<file path="config.mk">
export PLATFORM = sky130hd
export DESIGN_NAME = rs232_tx_arbiter
export DESIGN_NICKNAME = d
export VERILOG_FILES = /design/src/rtl/rs232_tx_arbiter.sv
export SDC_FILE = /design/constraint.sdc
export NUM_CORES = 1
export LEC_CHECK = 0
export ABC_AREA = 1
export BUFFER_PORTS_ARGS = -buffer_cell sky130_fd_sc_hd__buf_2
export CAP_MARGIN = 25
export CORE_UTILIZATION = 56
export DETAILED_ROUTE_END_ITERATION = 10
export HOLD_SLACK_MARGIN = 0.05
export MAX_ROUTING_LAYER = met4
export PLACE_DENSITY = 0.95
export SYNTH_ARGS = -nofsm -noshare
export SYNTH_HDL_FRONTEND = slang
export SYNTH_SLANG_ARGS = --single-unit
</file>
<file path="constraint.sdc">
create_clock -name clk_ref -period 2.5 [get_ports clk_ref]
set_input_delay 0.375 -clock clk_ref [delete_from_list [all_inputs] [get_ports clk_ref]]
set_output_delay 0.375 -clock clk_ref [all_outputs]
set_load 0.1 [all_outputs]
</file>
<file path="src/rtl/rs232_tx_arbiter.sv">
// Round-robin sharing of one a_RS232 transmit path between N_REQ word producers; optional tag word precedes each payload.
// First tx_dv_o two cycles after a grantable request; each launch waits for the link busy pulse (or a timeout) before the next.
module rs232_tx_arbiter #(
    parameter int N_REQ        = 4,
    parameter int TAG_EN       = 1,
    parameter int BUSY_TIMEOUT = 1023
) (
    input  logic                 clk_ref,
    input  logic                 rst,
    input  logic [N_REQ-1:0]     req_valid_i,
    input  logic [16*N_REQ-1:0]  req_data_i,
    output logic [N_REQ-1:0]     req_ack_o,
    output logic [15:0]          tx_data_o,
    output logic                 tx_dv_o,
    input  logic                 tx_busy_i,
    output logic                 busy_o,
    output logic                 err_timeout_o
);

    localparam int IW = (N_REQ > 1) ? $clog2(N_REQ) : 1;
    localparam int CW = (BUSY_TIMEOUT > 1) ? $clog2(BUSY_TIMEOUT + 1) : 1;
    localparam logic [IW:0]   NREQ_W   = (IW+1)'(N_REQ);
    localparam logic [IW-1:0] LAST_IDX = IW'(N_REQ - 1);
    localparam logic [CW-1:0] CNT_LAST = CW'(BUSY_TIMEOUT - 1);

    typedef enum logic [2:0] {
        S_IDLE, S_CAPTURE, S_SEND_TAG, S_SEND_DATA, S_WAIT_HI, S_WAIT_LO
    } state_t;

    state_t          state_q;
    logic [IW-1:0]   ptr_q;
    logic [IW-1:0]   grant_q;
    logic [15:0]     word_q;
    logic            tag_phase_q;
    logic [CW-1:0]   cnt_q;
    logic [N_REQ-1:0] ack_q;
    logic [15:0]     tx_data_q;
    logic            tx_dv_q;
    logic            err_q;

    logic            grant_vld_d;
    logic [IW-1:0]   grant_d;
    logic [IW:0]     sum_d;
    logic [15:0]     word_d;
    logic            step_d;

    // Search starts at the pointer and wraps, so the last-served requester is checked last.
    always_comb begin
        grant_vld_d = 1'b0;
        grant_d     = '0;
        sum_d       = '0;
        for (int i = 0; i < N_REQ; i++) begin
            sum_d = {1'b0, ptr_q} + (IW+1)'(i);
            if (sum_d >= NREQ_W) begin
                sum_d = sum_d - NREQ_W;
            end
            if (!grant_vld_d && req_valid_i[sum_d[IW-1:0]]) begin
                grant_vld_d = 1'b1;
                grant_d     = sum_d[IW-1:0];
            end
        end
    end

    always_comb begin
        word_d = '0;
        for (int k = 0; k < N_REQ; k++) begin
            if (grant_d == IW'(k)) begin
                word_d = req_data_i[16*k +: 16];
            end
        end
    end

    // A launch is finished either when busy falls, or when busy never rose in time.
    assign step_d = ((state_q == S_WAIT_HI) && !tx_busy_i && (cnt_q == CNT_LAST)) ||
                    ((state_q == S_WAIT_LO) && !tx_busy_i);

    always_ff @(posedge clk_ref) begin
        if (rst) begin
            state_q     <= S_IDLE;
            ptr_q       <= '0;
            grant_q     <= '0;
            word_q      <= '0;
            tag_phase_q <= 1'b0;
            cnt_q       <= '0;
            ack_q       <= '0;
            tx_data_q   <= '0;
            tx_dv_q     <= 1'b0;
            err_q       <= 1'b0;
        end else begin
            ack_q   <= '0;
            tx_dv_q <= 1'b0;
            case (state_q)
                S_IDLE: begin
                    if (!tx_busy_i && grant_vld_d) begin
                        state_q <= S_CAPTURE;
                        grant_q <= grant_d;
                        word_q  <= word_d;
                        ack_q   <= {{(N_REQ-1){1'b0}}, 1'b1} << grant_d;
                    end
                end
                S_CAPTURE: begin
                    ptr_q   <= (grant_q == LAST_IDX) ? '0 : grant_q + 1'b1;
                    tx_dv_q <= 1'b1;
                    if (TAG_EN != 0) begin
                        state_q     <= S_SEND_TAG;
                        tag_phase_q <= 1'b1;
                        tx_data_q   <= {8'hA5, 8'(grant_q)};
                    end else begin
                        state_q     <= S_SEND_DATA;
                        tag_phase_q <= 1'b0;
                        tx_data_q   <= word_q;
                    end
                end
                S_SEND_TAG, S_SEND_DATA: begin
                    state_q <= S_WAIT_HI;
                    cnt_q   <= '0;
                end
                S_WAIT_HI: begin
                    if (tx_busy_i) begin
                        state_q <= S_WAIT_LO;
                    end else if (cnt_q == CNT_LAST) begin
                        err_q <= 1'b1;
                    end else begin
                        cnt_q <= cnt_q + 1'b1;
                    end
                end
                S_WAIT_LO: begin
                end
                default: state_q <= S_IDLE;
            endcase

            if (step_d) begin
                if (tag_phase_q) begin
                    state_q     <= S_SEND_DATA;
                    tag_phase_q <= 1'b0;
                    tx_data_q   <= word_q;
                    tx_dv_q     <= 1'b1;
                end else begin
                    state_q <= S_IDLE;
                end
            end
        end
    end

    assign req_ack_o     = ack_q;
    assign tx_data_o     = tx_data_q;
    assign tx_dv_o       = tx_dv_q;
    assign busy_o        = (state_q != S_IDLE);
    assign err_timeout_o = err_q;

endmodule

</file>
; After elaboration in Yosys (flattened, before gate mapping)
; Index checks and enable logic that the tools add are counted.
[classes]
addsub = 9
mul = 0
div_mod_pow = 0
n_lt_le_gt_ge = 8
n_eq_ne = 15
shifts = 1
n_mux = 42
bitwise_logic = 3
n_reduce_logical = 22
[op_table]
columns = cell, count
row1 = two-way mux 16 bit, 7
row2 = two-way mux 10 bit, 2
row3 = two-way mux 2 bit, 10
row4 = one-hot mux 10 bit (2 select lines), 1
row5 = one-hot mux 3 bit (5 select lines), 1
row6 = two-way mux 1 bit, 14
row7 = < comparator 2 x 3 -> 1 bit (second input constant), 4
row8 = adder 10 x 1 -> 10 bit (second input constant), 1
row9 = == test 10 bit (second input constant), 1
row10 = greater-or-equal comparator 3 bit (second input constant), 3
row11 = two-way mux 3 bit, 3
row12 = AND reduction 3 bit, 3
row13 = binary-select mux 1 bit (select 2 bit), 4
row14 = subtractor 2 x 1 -> 2 bit (second input constant), 4
row15 = logical AND 1 bit, 7
row16 = adder 2 x 2 -> 3 bit (second input constant), 2
row17 = == test 2 bit (second input constant), 3
row18 = == test 3 x 2 -> 1 bit (second input constant), 2
row19 = == test 3 bit (second input constant), 2
row20 = != test 2 bit (second input constant), 3
row21 = != test 3 bit (second input constant), 2
row22 = logical NOT 1 bit, 4
row23 = << shifter 1 x 2 -> 4 bit (first input constant), 1
row24 = adder 2 x 1 -> 3 bit (second input constant), 1
row25 = other kinds (13), 15
[word_totals]
reg_bits = 56
latchBits = 0
ram_bits = 0
mem_bits_ro = 0
n_memories = 0

; Depth between registers and ports, before layout
; Gate-level depths: netlist (run 1).
[depth]
ltp_word = 19
mapped_depth = 16
depth_no_buf = 15

; Worst setup path before layout (run 1)
; No wires, ideal clock.
[synth_timing]
kind = reg2reg
start = reg state_q[1]
end = reg word_q[4]
setup_time_ps = 117
t_arrival_ps = 1744
required_time_ps = 2383
slack_ps = 639
path_stages_with_launch = 10
path_buffers = 1
period_less_slack_ps = 1861
cell_sequence = dfxtp_1 > nor2_1 > inv_2 > nor2_1 > inv_1 > nor2_1 > buf_2 > nand2_1 > nor3_1 > nor2_1
[synth_via]
elab_chain_len = 2
[synth_rtl]
columns = element, line
row1 = "start, declared", 30  ; state_t state_q;
row2 = "start signal, assigned", 79  ; state_q <= S_IDLE;
row3 = "start signal, assigned", 95  ; state_q <= S_CAPTURE;
row4 = "start signal, assigned", 105  ; state_q <= S_SEND_TAG;
row5 = logical NOT 3 bit, 92  ; case (state_q)
row6 = AND reduction 2 bit (no source line), -
row7 = "end signal, assigned", 97  ; word_q <= word_d;
row8 = "end, declared", 33  ; logic [15:0] word_q;
; No other way between the ends.
; A chain may end at the register's enable or synchronous reset.

; Worst setup path in the final report (run 1)
[layout_timing]
start = reg ptr_q[0]
end = reg word_q[7]
[layout_via]
elab_chain_len = 19
[layout_rtl]
columns = element, line
row1 = "start, declared", 31  ; logic [IW-1:0] ptr_q;
row2 = "start signal, assigned", 102  ; ptr_q <= (grant_q == LAST_IDX) ? '0 : grant_q + 1'b1;
row3 = "parallel branches: the longest is 19 deep, another holds adder 2 x 1 -> 3 bit", -
; Several ways; the timed one is not identified. The select of a mux whose other input is x is not followed.

==> results of run 1 <==
==> what timing repair did <==
item	in CTS	in global routing
hold endpoints to repair	0	0
setup endpoints to repair	0	16
resized for setup	0	2
==> sequential cells by signal, summed over array words and instances (netlist names) <==
signal,count
req_ack_o,4
tag_phase_q,1
ptr_q,2
tx_data_o,16
state_q,3
err_timeout_o,1
grant_q,2
word_q,16
tx_dv_o,1
cnt_q,10
==> report_power, final <==
part	internal (mW)	switching [mW]
Combinational	0.886	2.16
Clock	0.303	0.288
Sequential	1.13	0.186
==> through the flow <==
step	cells	setup slack (ns)	instance area [um^2]	power, mW
floorplan	513	0.639	3290	3.92
global placement	662	0.204	3750	4.23
detailed placement	662	0.0516	3750	4.34
CTS	670	0.0333	3860	4.94
global route	670	0.0134	3860	5.35
finish	670	0.238	3860	4.96
==> final timing paths <==
check                                                start                          to  slack, ns
worst max-delay path                 ptr_q[0]$_SDFFE_PP0P_      word_q[7]$_SDFFE_PP0P_       0.24
worst min-delay path                        req_data_i[52]      word_q[4]$_SDFFE_PP0P_       0.39
worst max register to register       ptr_q[0]$_SDFFE_PP0P_      word_q[7]$_SDFFE_PP0P_       0.24
worst min register to register  err_timeout_o$_SDFFE_PP0P_  err_timeout_o$_SDFFE_PP0P_       0.45
==> per-layer routing <==
metal,vias to the layer above,track usage [%],share of wire (%),wire (um)
met2,116,50.0,51,4010
li1,1786,-,-,-
met3,10,4.42,5.4,424
met5,-,-,0,0
met1,1623,29.7,42,3350
met4,0,10.7,1.5,119
==> logic make-up (layout without fill, tap and decap cells) <==
| logic type | Yosys count | in the layout | synth area share, % |
|---|---|---|---|
| AO/OA/AOI/OAI | 68 | 68 | 11.9 |
| XOR/XNOR | 5 | 5 | 1.33 |
| flip-flops | 56 | 56 | 34.1 |
| AND/OR/NAND/NOR | 284 | 284 | 38.6 |
| buffers and inverters | 97 | 182 | 12.9 |
| adder cells (fa/ha/maj) | 3 | 3 | 1.14 |
==> worst max-delay path: stages (launching register included) <==
cell and delay [ns]:
dfxtp_2 0.48, inv_2 0.13, nand2_1 0.09, nand2_1 0.09
nand2_1 0.10, nand2_1 0.09, nor2_2 0.11, nand3_1 0.08
nand2_1 0.11, nand2_4 0.19, nor2_4 0.13, buf_6 0.22
nand2_1 0.08, nand2_1 0.07, inv_2 0.03, nand2_1 0.07
a21oi_1 0.07
==> area by class of cell <==
| cell class | instances | area [um^2] |
|---|---|---|
| clock inverters | 2 | 38.8 |
| well taps | 72 | 90.1 |
| flip-flops and latches | 56 | 1120 |
| inverters | 74 | 278 |
| fillers | 459 | 1710 |
| multi-input cells | 360 | 1740 |
| repair buffers | 100 | 522 |
| clock buffers | 6 | 72.6 |
==> placed cells by master, fill, tap and decap left out, types with 2 or more instances in the layout <==
cell	n
a21oi_1	40
a21oi_2	3
a311oi_1	2
buf_2	93
buf_4	6
clkbuf_8	5
dfxtp_1	55
ha_1	3
inv_1	58
inv_2	15
nand2_1	137
nand2_2	7
nand3_1	65
nand3_2	2
nand4_1	2
nor2_1	51
nor2_2	3
nor2_4	2
nor2_8	2
nor3_1	10
o211ai_1	2
o21ai_0	13
o21ai_1	3
o221a_1	2
o221a_2	2
xor2_1	4
==> impl_summary.md, run 1 <==
Outcome
The flow ran to the end, and the final reports show no timing, DRC or antenna violations.

Floorplan
After floorplanning, the core was divided into 27 placement rows. The die extent in y is 78.6 um. In this run the horizontal extent of the chip is 78.6 um. 94 I/O pins were placed. The core footprint is 5570 um^2. The area of the die is 6180 um^2.

The starting utilization of the core area is 59.0%.

Critical path
The critical path endpoint category is a flop. The arrival time at the worst endpoint is 2.46 ns. By startpoint and endpoint, the worst setup path is classified as flop to flop.

The kind of launch point of the worst setup path is a flop. For the worst flop-to-flop path, the logic depth is 16. For the worst setup path, the data required time is 2.70 ns.

Of all nets on the critical path, the largest fanout is 30.

Yosys
In this run, synthesis inferred 0 flip-flops with an integrated enable. The gate count of the mapped netlist is 513. For this run, the leading register cell type out of synthesis is dfxtp_1. The top cell type by total area after synthesis is dfxtp_1. The top cell type by area accounts for 34.1% of the synthesized area.

Of all flip-flops after synthesis, the portion carrying an async set or reset was 0%. The number of distinct library cell variants in the gate-level netlist after synthesis is 34. The mean post-synth cell area is 6.41 um^2. The synthesized design contains 56 register bits. nand2_1 is the most common cell in the netlist.

By area the synthesized netlist is led by dfxtp_1, nand2_1, nand3_1. The total number of yosys warnings is 0. The post-synthesis sequential area ratio is 34.1%. The net count after synthesis is 587.

The commonest cells after synthesis are nand2_1, nand3_1, inv_1. In this run the cell area of the synthesized design comes to 3290 um^2.

Pwr
The worst-case vdd ir drop is 0.869 mV. The leakage component of the power is 1.96 nW. The total power density per cell area is 1280 nW/um^2.

CTS
The number of buffers created by CTS is 5. The number of hold buffers added after CTS was 0. The clock tree from TritonCTS is done. The number of clock sinks is 56. Clock-pin slew was measured on the worst setup and hold paths at 0.10 ns. The cell sitting at the root of the clock tree is a clkbuf_8. The number of buffers inserted by post-CTS setup repair is 0. The H-tree was split into 2 levels.

The insertion delay to the later sink of the worst-skew pair is 0.31 ns. No sink is reached through more buffers than the 2 on the longest clock path.

Layout
Cells fill 69.3% of the core in the end. After the last flow step, the layout net total stands at 671. The number of antenna diodes in the final layout is 0. The relative area change from synthesis to final layout is 17.6%. Of the cells placed in the final design, the portion with a size suffix greater than 1 is 24.4%.

Global routing
The total overflow reported by the global router is 0. Global routing consumed, over all layers together, 27.5% of the routing resources. The first-pass GRT wire length is 13.4 mm. The via count of the first global-routing pass is 3318. The pin count of the biggest net entering global routing is 34. The initial antenna violation count came to 0.

STA
The final-report max-slew violation count came to 0. The tightest hold path in the finished design has a slack of 0.386 ns. Based on the critical path, the design can be clocked at up to 0.442 GHz. The total setup violations reported at the end of the flow is 0. Of the available clock period, the critical path in the final layout requires 90.5%. Adding up every negative setup slack in the final design gives 0 ns.

The clock period minus final worst setup slack is 2.26 ns. The worst-case clock skew is 0.00698 ns. For the pin with the worst max-slew slack, the measured transition is 0.711 ns.

Headroom to the max-slew limit came out at 52.5%. Setup repair after global routing left no endpoint under its margin. The final hold violation count is 0.

Routing
The detailed-routing iteration count for the pre-antenna-repair pass is 5. The detailed router's first-iteration violation count is 180. The count of unresolved DRC violations after routing is 0. The number of antenna-violating nets in the routed design is 0.

The number of vias after detailed routing is 3535. The routed design has 7.90 mm of wire. After detailed routing, the number of vias per cell comes to 5.28. In the final routed layout, each cell accounts on average for 11.8 um.

Placement
The congestion estimate from routability-driven global placement came to 0.937. The number of port buffers is 93. Detailed placement ended at an HPWL of 6.00 mm.

Worst hold path
The kind of path behind the tightest hold check is input port to flop. The worst hold path cell count is 5.

Run
The reported max-cap violation count is 0.
Note: power is estimated with default switching activity, not from simulation.
==> inputs of run 2 (changes only) <==
--- a/config.mk
+++ b/config.mk
@@ -6,13 +6,13 @@
 export NUM_CORES = 1
 export LEC_CHECK = 0
 export ABC_AREA = 1
-export BUFFER_PORTS_ARGS = -buffer_cell sky130_fd_sc_hd__buf_2
 export CAP_MARGIN = 25
-export CORE_UTILIZATION = 56
+export CORE_UTILIZATION = 60
 export DETAILED_ROUTE_END_ITERATION = 10
+export DONT_BUFFER_PORTS = 1
 export HOLD_SLACK_MARGIN = 0.05
 export MAX_ROUTING_LAYER = met4
-export PLACE_DENSITY = 0.95
+export PLACE_DENSITY = 0.87
 export SYNTH_ARGS = -nofsm -noshare
 export SYNTH_HDL_FRONTEND = slang
 export SYNTH_SLANG_ARGS = --single-unit
==> impl_summary.md, run 2 (synthesis results as in run 1) <==
STA
The transition time at the pin with the least slew margin is 0.958 ns. The top achievable clock speed is 0.453 GHz. In this run the tightest slew margin relative to its limit is 36.0%. The share of the clock period used by the worst path after layout is 88.3%. The final-report max-slew violation count is 0. Setup total negative slack on the finished layout was measured at 0 ns. The final hold violation count is 0. Across the routed clock network, the largest skew measured is 0.0116 ns. The clock period minus final worst setup slack is 2.21 ns. Setup violations remaining at the end of the flow were counted as 0.

Setup repair after global routing left no endpoint under its margin.

Layout
The repair_antennas step left the layout with diodes totalling 0. The library cell used most frequently in the layout, excluding fill and tap cells, is nand2_1. The final design area excluding fillers is 3530 um^2. The post-route netlist has 13.7% of its cells at a drive strength greater than 1. The number of nets in the layout is 597. The relative area change from synthesis to final layout is 7.39%.

The layout has 481 filler cells. In the layout the commonest cells are nand2_1, nand3_1, inv_1.

Placement
The HPWL after detailed placement is 5.66 mm. The number of port buffers is 0. At the end of routability-driven placement, the weighted congestion stood at 0.890. The instance area at placement is 3440 um^2.

CTS
The clock tree from TritonCTS is done. The number of buffers inserted by post-CTS setup repair is 0. The number of H-tree branching levels is 2.

For the worst-skew pair, the clock arrives at the later sink with an insertion delay of 0.31 ns. Counting the buffers created by CTS gives 5. In this run, post-CTS hold repair placed 0 buffers. The number of buffers between clock root and the deepest sink is 2. After clock tree synthesis, the clock-pin slew on the worst setup and hold paths is 0.11 ns. The number of clock sinks is 56. The cell at the root of the clock tree is clkbuf_8. The total of cells resized after clock tree synthesis is 0.

Worst hold path
The worst hold path cell count is 1. The endpoint of the worst hold path is cnt_q[0]$_SDFFE_PP0P_. The tightest min-delay check is of the input port to flop type.

The worst hold path begins at rst.

Critical path
In this run the critical register-to-register path is launched from ptr_q[0]$_SDFFE_PP0P_. The slowest cell on the critical path is dfxtp_1. The critical path's largest stage delay is 0.49 ns.

The logic depth of the worst register-to-register path is 14. Counting both buffers and inverters, the worst setup path holds a total of 3. The kind of launch point of the worst setup path is a flop. The destination of the worst register-to-register timing path is word_q[4]$_SDFFE_PP0P_. Across all register-to-register paths, the minimum setup slack is 0.29 ns.

In this run the worst path has a maximum fanout of 30. Walking the worst path, the cells encountered are inv_2, nand2_1, nand3_1, nand2_2, inv_1, a21oi_1, nand2_1, nand2_4, nor2_4, buf_12, nand2_1, nand2_1, nor3_1, nor2_1. The cell family contributing the most delay on the critical path is simple AND/OR/NAND/NOR gates. The most repeated library cell on the critical path is nand2_1. The arrival time at the worst endpoint is 2.40 ns. The required time at the worst-slack endpoint is 2.69 ns. The worst setup path is captured at a flop. The type of the setup path with the least slack is flop to flop.

Global routing
Entering global routing, the biggest net connects 41 pins. The initial antenna violation count is 0. The via count of the first global-routing pass is 3072. The first global-routing pass estimated 12.8 mm of wire. The total overflow reported by the global router is 0. The global router's overall resource usage is 27.7%.

Run
The reported max-cap violation count is 0.

Routing
The detailed-routing wirelength on met1 is 3.13 mm. Wire segments on met2 add up to 3.84 mm in the final route. The met3 wire length is 348 um. For this run, the detailed router's first-pass iteration total came to 4. After the first detailed-routing iteration, the DRC count stood at 150. After detailed routing, the total wire length is 7.39 mm. The number of antenna-violating nets in the routed design is 0. The via density per instance is 5.32. For this run, design rule violations remaining after detail routing come to 0. The number of vias after detailed routing is 3163. Dividing the detail-routed wire length by the instance count gives 12.4 um. The top layer used by detailed routing is met4.

Pwr
For this design the ratio of total power to cell area is 1370 nW/um^2. The leakage component of the power is 1.66 nW. The worst-case vdd ir drop is 0.844 mV. The design draws 4.84 mW.

Floorplan
The starting utilization of the core area is 63.1%. After floorplanning, the core was sized to cover 5200 um^2. After floorplanning, the core was divided into 26 placement rows.

The chip width is 76.0 um. Pin placement for this block handled 94 I/O pins. The die extent in y is 76.0 um. The die covers 5780 um^2.

Outcome
The flow ran to the end, and the final reports show no timing, DRC or antenna violations.
==> run 2: cell types whose count changed in the layout (fill, tap and decap cells not counted), sizes merged <==
cell      change
inv           +1
clkinvlp      +1
bufinv        -1
clkbuf        -1
buf          -74
==> run 2: where the power goes <==
group	internal [mW]	leakage [nW]	total [mW]	switching, mW
combinational	0.893	1.15	2.92	2.02
clock	0.205	0.0452	0.510	0.305
sequential	1.13	0.456	1.41	0.276
total	2.23	1.66	4.84	2.61
==> run 2: through the flow <==
| step | setup slack, ns | utilization, % | hold WS [ns] | instances |
|---|---|---|---|---|
| floorplan | 0.639 | - | 0.444 | 513 |
| global placement | 0.329 | 66.0 | 0.448 | 586 |
| detailed placement | 0.297 | 66.0 | 0.448 | 586 |
| CTS | 0.258 | 67.8 | 0.113 | 594 |
| global route | 0.000305 | 67.8 | 0.105 | 594 |
| finish | 0.292 | 67.8 | 0.125 | 594 |
==> run 2: worst max-delay path by stage <==
stage / start / to / slack, ns / depth (start not counted)
floorplan: state_q[1]$_SDFFE_PP0P_ / word_q[4]$_SDFFE_PP0P_ / 0.64 / 9
global placement: ptr_q[0]$_SDFFE_PP0P_ / word_q[4]$_SDFFE_PP0P_ / 0.33 / 14
detailed placement: ptr_q[0]$_SDFFE_PP0P_ / word_q[4]$_SDFFE_PP0P_ / 0.30 / 14
CTS: ptr_q[0]$_SDFFE_PP0P_ / word_q[4]$_SDFFE_PP0P_ / 0.26 / 14
global route: ptr_q[0]$_SDFFE_PP0P_ / word_q[9]$_SDFFE_PP0P_ / 0.0003 / 14
finish: ptr_q[0]$_SDFFE_PP0P_ / word_q[4]$_SDFFE_PP0P_ / 0.29 / 14
==> run 2: metal layers <==
| layer | track usage, % | vias up |
|---|---|---|
| met4 | 9.42 | 0 |
| met1 | 31.4 | 1431 |
| met5 | - | - |
| met2 | 48.3 | 84 |
| met3 | 5.99 | 8 |
| li1 | - | 1640 |
==> run 2: final cells by class <==
type                    instances  area [um^2]  share of cell area, %
well taps                      70         87.6                   2.48
clock inverters                 3         25.0                  0.709
repair buffers                 26          208                   5.88
clock buffers                   5         68.8                   1.95
multi-input cells             360         1740                   49.3
inverters                      74          278                   7.87
flip-flops and latches         56         1120                   31.8
==> inputs of run 3 (changes only) <==
--- a/config.mk
+++ b/config.mk
@@ -7,12 +7,14 @@
 export LEC_CHECK = 0
 export ABC_AREA = 1
 export CAP_MARGIN = 25
-export CORE_UTILIZATION = 60
+export CELL_PAD_IN_SITES_DETAIL_PLACEMENT = 1
+export CELL_PAD_IN_SITES_GLOBAL_PLACEMENT = 1
+export CORE_UTILIZATION = 47
 export DETAILED_ROUTE_END_ITERATION = 10
 export DONT_BUFFER_PORTS = 1
 export HOLD_SLACK_MARGIN = 0.05
 export MAX_ROUTING_LAYER = met4
-export PLACE_DENSITY = 0.87
+export PLACE_DENSITY = 0.85
 export SYNTH_ARGS = -nofsm -noshare
 export SYNTH_HDL_FRONTEND = slang
 export SYNTH_SLANG_ARGS = --single-unit
==> impl_summary.md, run 3 (synthesis results as in run 1) <==
Outcome
The flow ran to the end, and the final reports show no timing, DRC or antenna violations.

STA
The clock period minus final worst setup slack is 2.22 ns. Setup repair after global routing left no endpoint under its margin. At the pin with the least slew margin, the transition time is 0.954 ns. The share of the clock period used by the worst path after layout is 89.0%.

The final-report max-slew violation count is 0. The final hold violation count is 0. Derived from the worst setup path, the maximum achievable clock frequency is 0.450 GHz.

The total setup violations reported at the end of the flow is 0. Adding up every negative setup slack in the final design gives 0 ns. The worst-case clock skew is 0.00671 ns. The relative slew slack is 36.3%.

Floorplan
The die covers 7330 um^2. The top-level I/O count is 94. Once the floorplan was initialized, standard cells occupied 48.6% of the core.

The die extent in y is 85.6 um. The number of core rows is 30. The chip width is 85.6 um. The floorplan step defined a core boundary enclosing 6760 um^2.

Layout
The most frequent standard cell in the layout excluding fill and tap cells is nand2_1. The post-route netlist has 13.9% of its cells at a drive strength greater than 1. The count of inserted antenna diode cells is 0. The final design area excluding fillers is 3540 um^2. The final cell utilization of the core is 52.4%. The relative area change from synthesis to final layout is 7.80%. In the final design database the tool counted 598 nets.

In the layout the commonest cells are nand2_1, nand3_1, inv_1. Excluding fillers, the count of instances in the completed layout stands at 605.

Worst hold path
Counting instances, the worst hold path has a depth of 1. The launch point of the worst hold path is rst. The kind of path behind the tightest hold check is input port to flop. The worst hold path terminates at err_timeout_o$_SDFFE_PP0P_.

CTS
The clock transition at the registers of the reported paths is 0.11 ns. The number of buffers added to fix hold violations after cts is 0. The number of H-tree branching levels is 2. After clock tree synthesis, the setup repair step added 0 buffers.

Post-CTS repair changed the size of 0 cells. The clock tree from TritonCTS is done. The insertion delay to the later sink of the worst-skew pair is 0.31 ns. The cell at the root of the clock tree is clkbuf_8. In this run, CTS created clock tree buffers numbering 5.

Counting along the longest clock path gives a buffer depth of 2. Counting every sink on the clock net gives 56.

Pwr
The leakage component of the power is 1.66 nW. Power spread over the standard cell area amounts to 1400 nW/um^2. The design draws 4.96 mW. The worst-case vdd ir drop is 0.658 mV.

Routing
After detailed routing, the number of vias per cell comes to 5.44. For this block, the initial DRC count from the detailed router was 107. The final routed wire length divided by cell count is 15.2 um. For this run, the detailed router's first-pass iteration total came to 4. The routed layout has 3290 vias. After detailed routing, the number of remaining DRC violations is 0. The detail route stage leaves a number of antenna-violating nets equal to 0. The total routed wirelength is 9.19 mm.

Critical path
The kind of launch point of the worst setup path is a flop. For the worst setup path, the data arrival time is 2.47 ns. For the worst flop-to-flop path, the logic depth is 14.

The critical path endpoint category is a flop. The launch instance of the worst register-to-register path is ptr_q[0]$_SDFFE_PP0P_. The type of the setup path with the least slack is flop to flop. The required time at the worst-slack endpoint is 2.75 ns. Along the worst path, the maximum fanout reaches 30.

The destination of the worst register-to-register timing path is word_q[10]$_SDFFE_PP0P_. The critical path starts at ptr_q[0]$_SDFFE_PP0P_. The slack of the worst reg-to-reg path is 0.28 ns.

Global routing
Global routing finished with a remaining overflow of 0. The first-pass GRT wire length is 15.5 mm. In the global route stage, overall resource usage came out at 27.0%.

The via count of the first global-routing pass came to 3304. The initial antenna violation count is 0. The pin count of the biggest net entering global routing is 41.

Run
The reported max-cap violation count is 0.

Placement
The congestion estimate from routability-driven global placement came to 0.867. The HPWL after detailed placement is 7.08 mm. Including well taps, the total number of placed cells is 597.

The instance area at placement is 3440 um^2. The number of port buffers is 0.
[run 3: cell types whose count changed in the layout (fill, tap and decap cells not counted), sizes merged]
cell / change
buf: +1
clkinv: +1
inv: -1
[run 3: critical path, cell delays in order (launching register included)]
cell and delay (ns):
dfxtp_1 0.42, buf_4 0.19, nand2_2 0.06, nand2_2 0.11, nand2_2 0.09, o21ai_1 0.14, nand3_1 0.11, nand2_1 0.10
nand2_4 0.18, nor2_4 0.14, buf_6 0.23, nor2_1 0.06, nand3_1 0.10, nand2_1 0.06, a21oi_1 0.14
[run 3: per-layer routing]
metal,GRT usage [%],up-vias,share of wire (%)
li1,-,1643,-
met1,30.5,1559,42
met2,48.8,74,52
met3,5.00,14,4.4
met4,7.73,0,2.2
met5,-,-,0
[run 3: layout make-up]
| class | count | area, um^2 |
|---|---|---|
| Fill cell | 950 | 3210 |
| Inverter | 74 | 278 |
| Sequential cell | 56 | 1120 |
| Clock inverter | 3 | 27.5 |
| Tap cell | 80 | 100 |
| Timing Repair Buffer | 27 | 206 |
| Clock buffer | 5 | 68.8 |
| Multi-Input combinational cell | 360 | 1740 |
[run 3: power breakdown]
part | total [mW] | switching (mW) | internal [mW]
clock network | 0.532 | 0.325 | 0.207
registers | 1.40 | 0.269 | 1.13
logic | 3.03 | 2.15 | 0.879
[run 3: worst max-delay path by stage]
stage,to,slack [ns],cells after the start
floorplan,word_q[4]$_SDFFE_PP0P_,0.64,9
global placement,word_q[6]$_SDFFE_PP0P_,0.34,14
detailed placement,word_q[6]$_SDFFE_PP0P_,0.21,15
CTS,word_q[10]$_SDFFE_PP0P_,0.18,14
global route,word_q[12]$_SDFFE_PP0P_,0.04,14
finish,word_q[10]$_SDFFE_PP0P_,0.28,14
[run 3: per-stage QoR]
stage               hold WS, ns  setup slack (ns)
floorplan                 0.444             0.639
global placement          0.449             0.337
detailed placement        0.451             0.215
CTS                       0.112             0.184
global route              0.101            0.0381
finish                    0.116             0.275
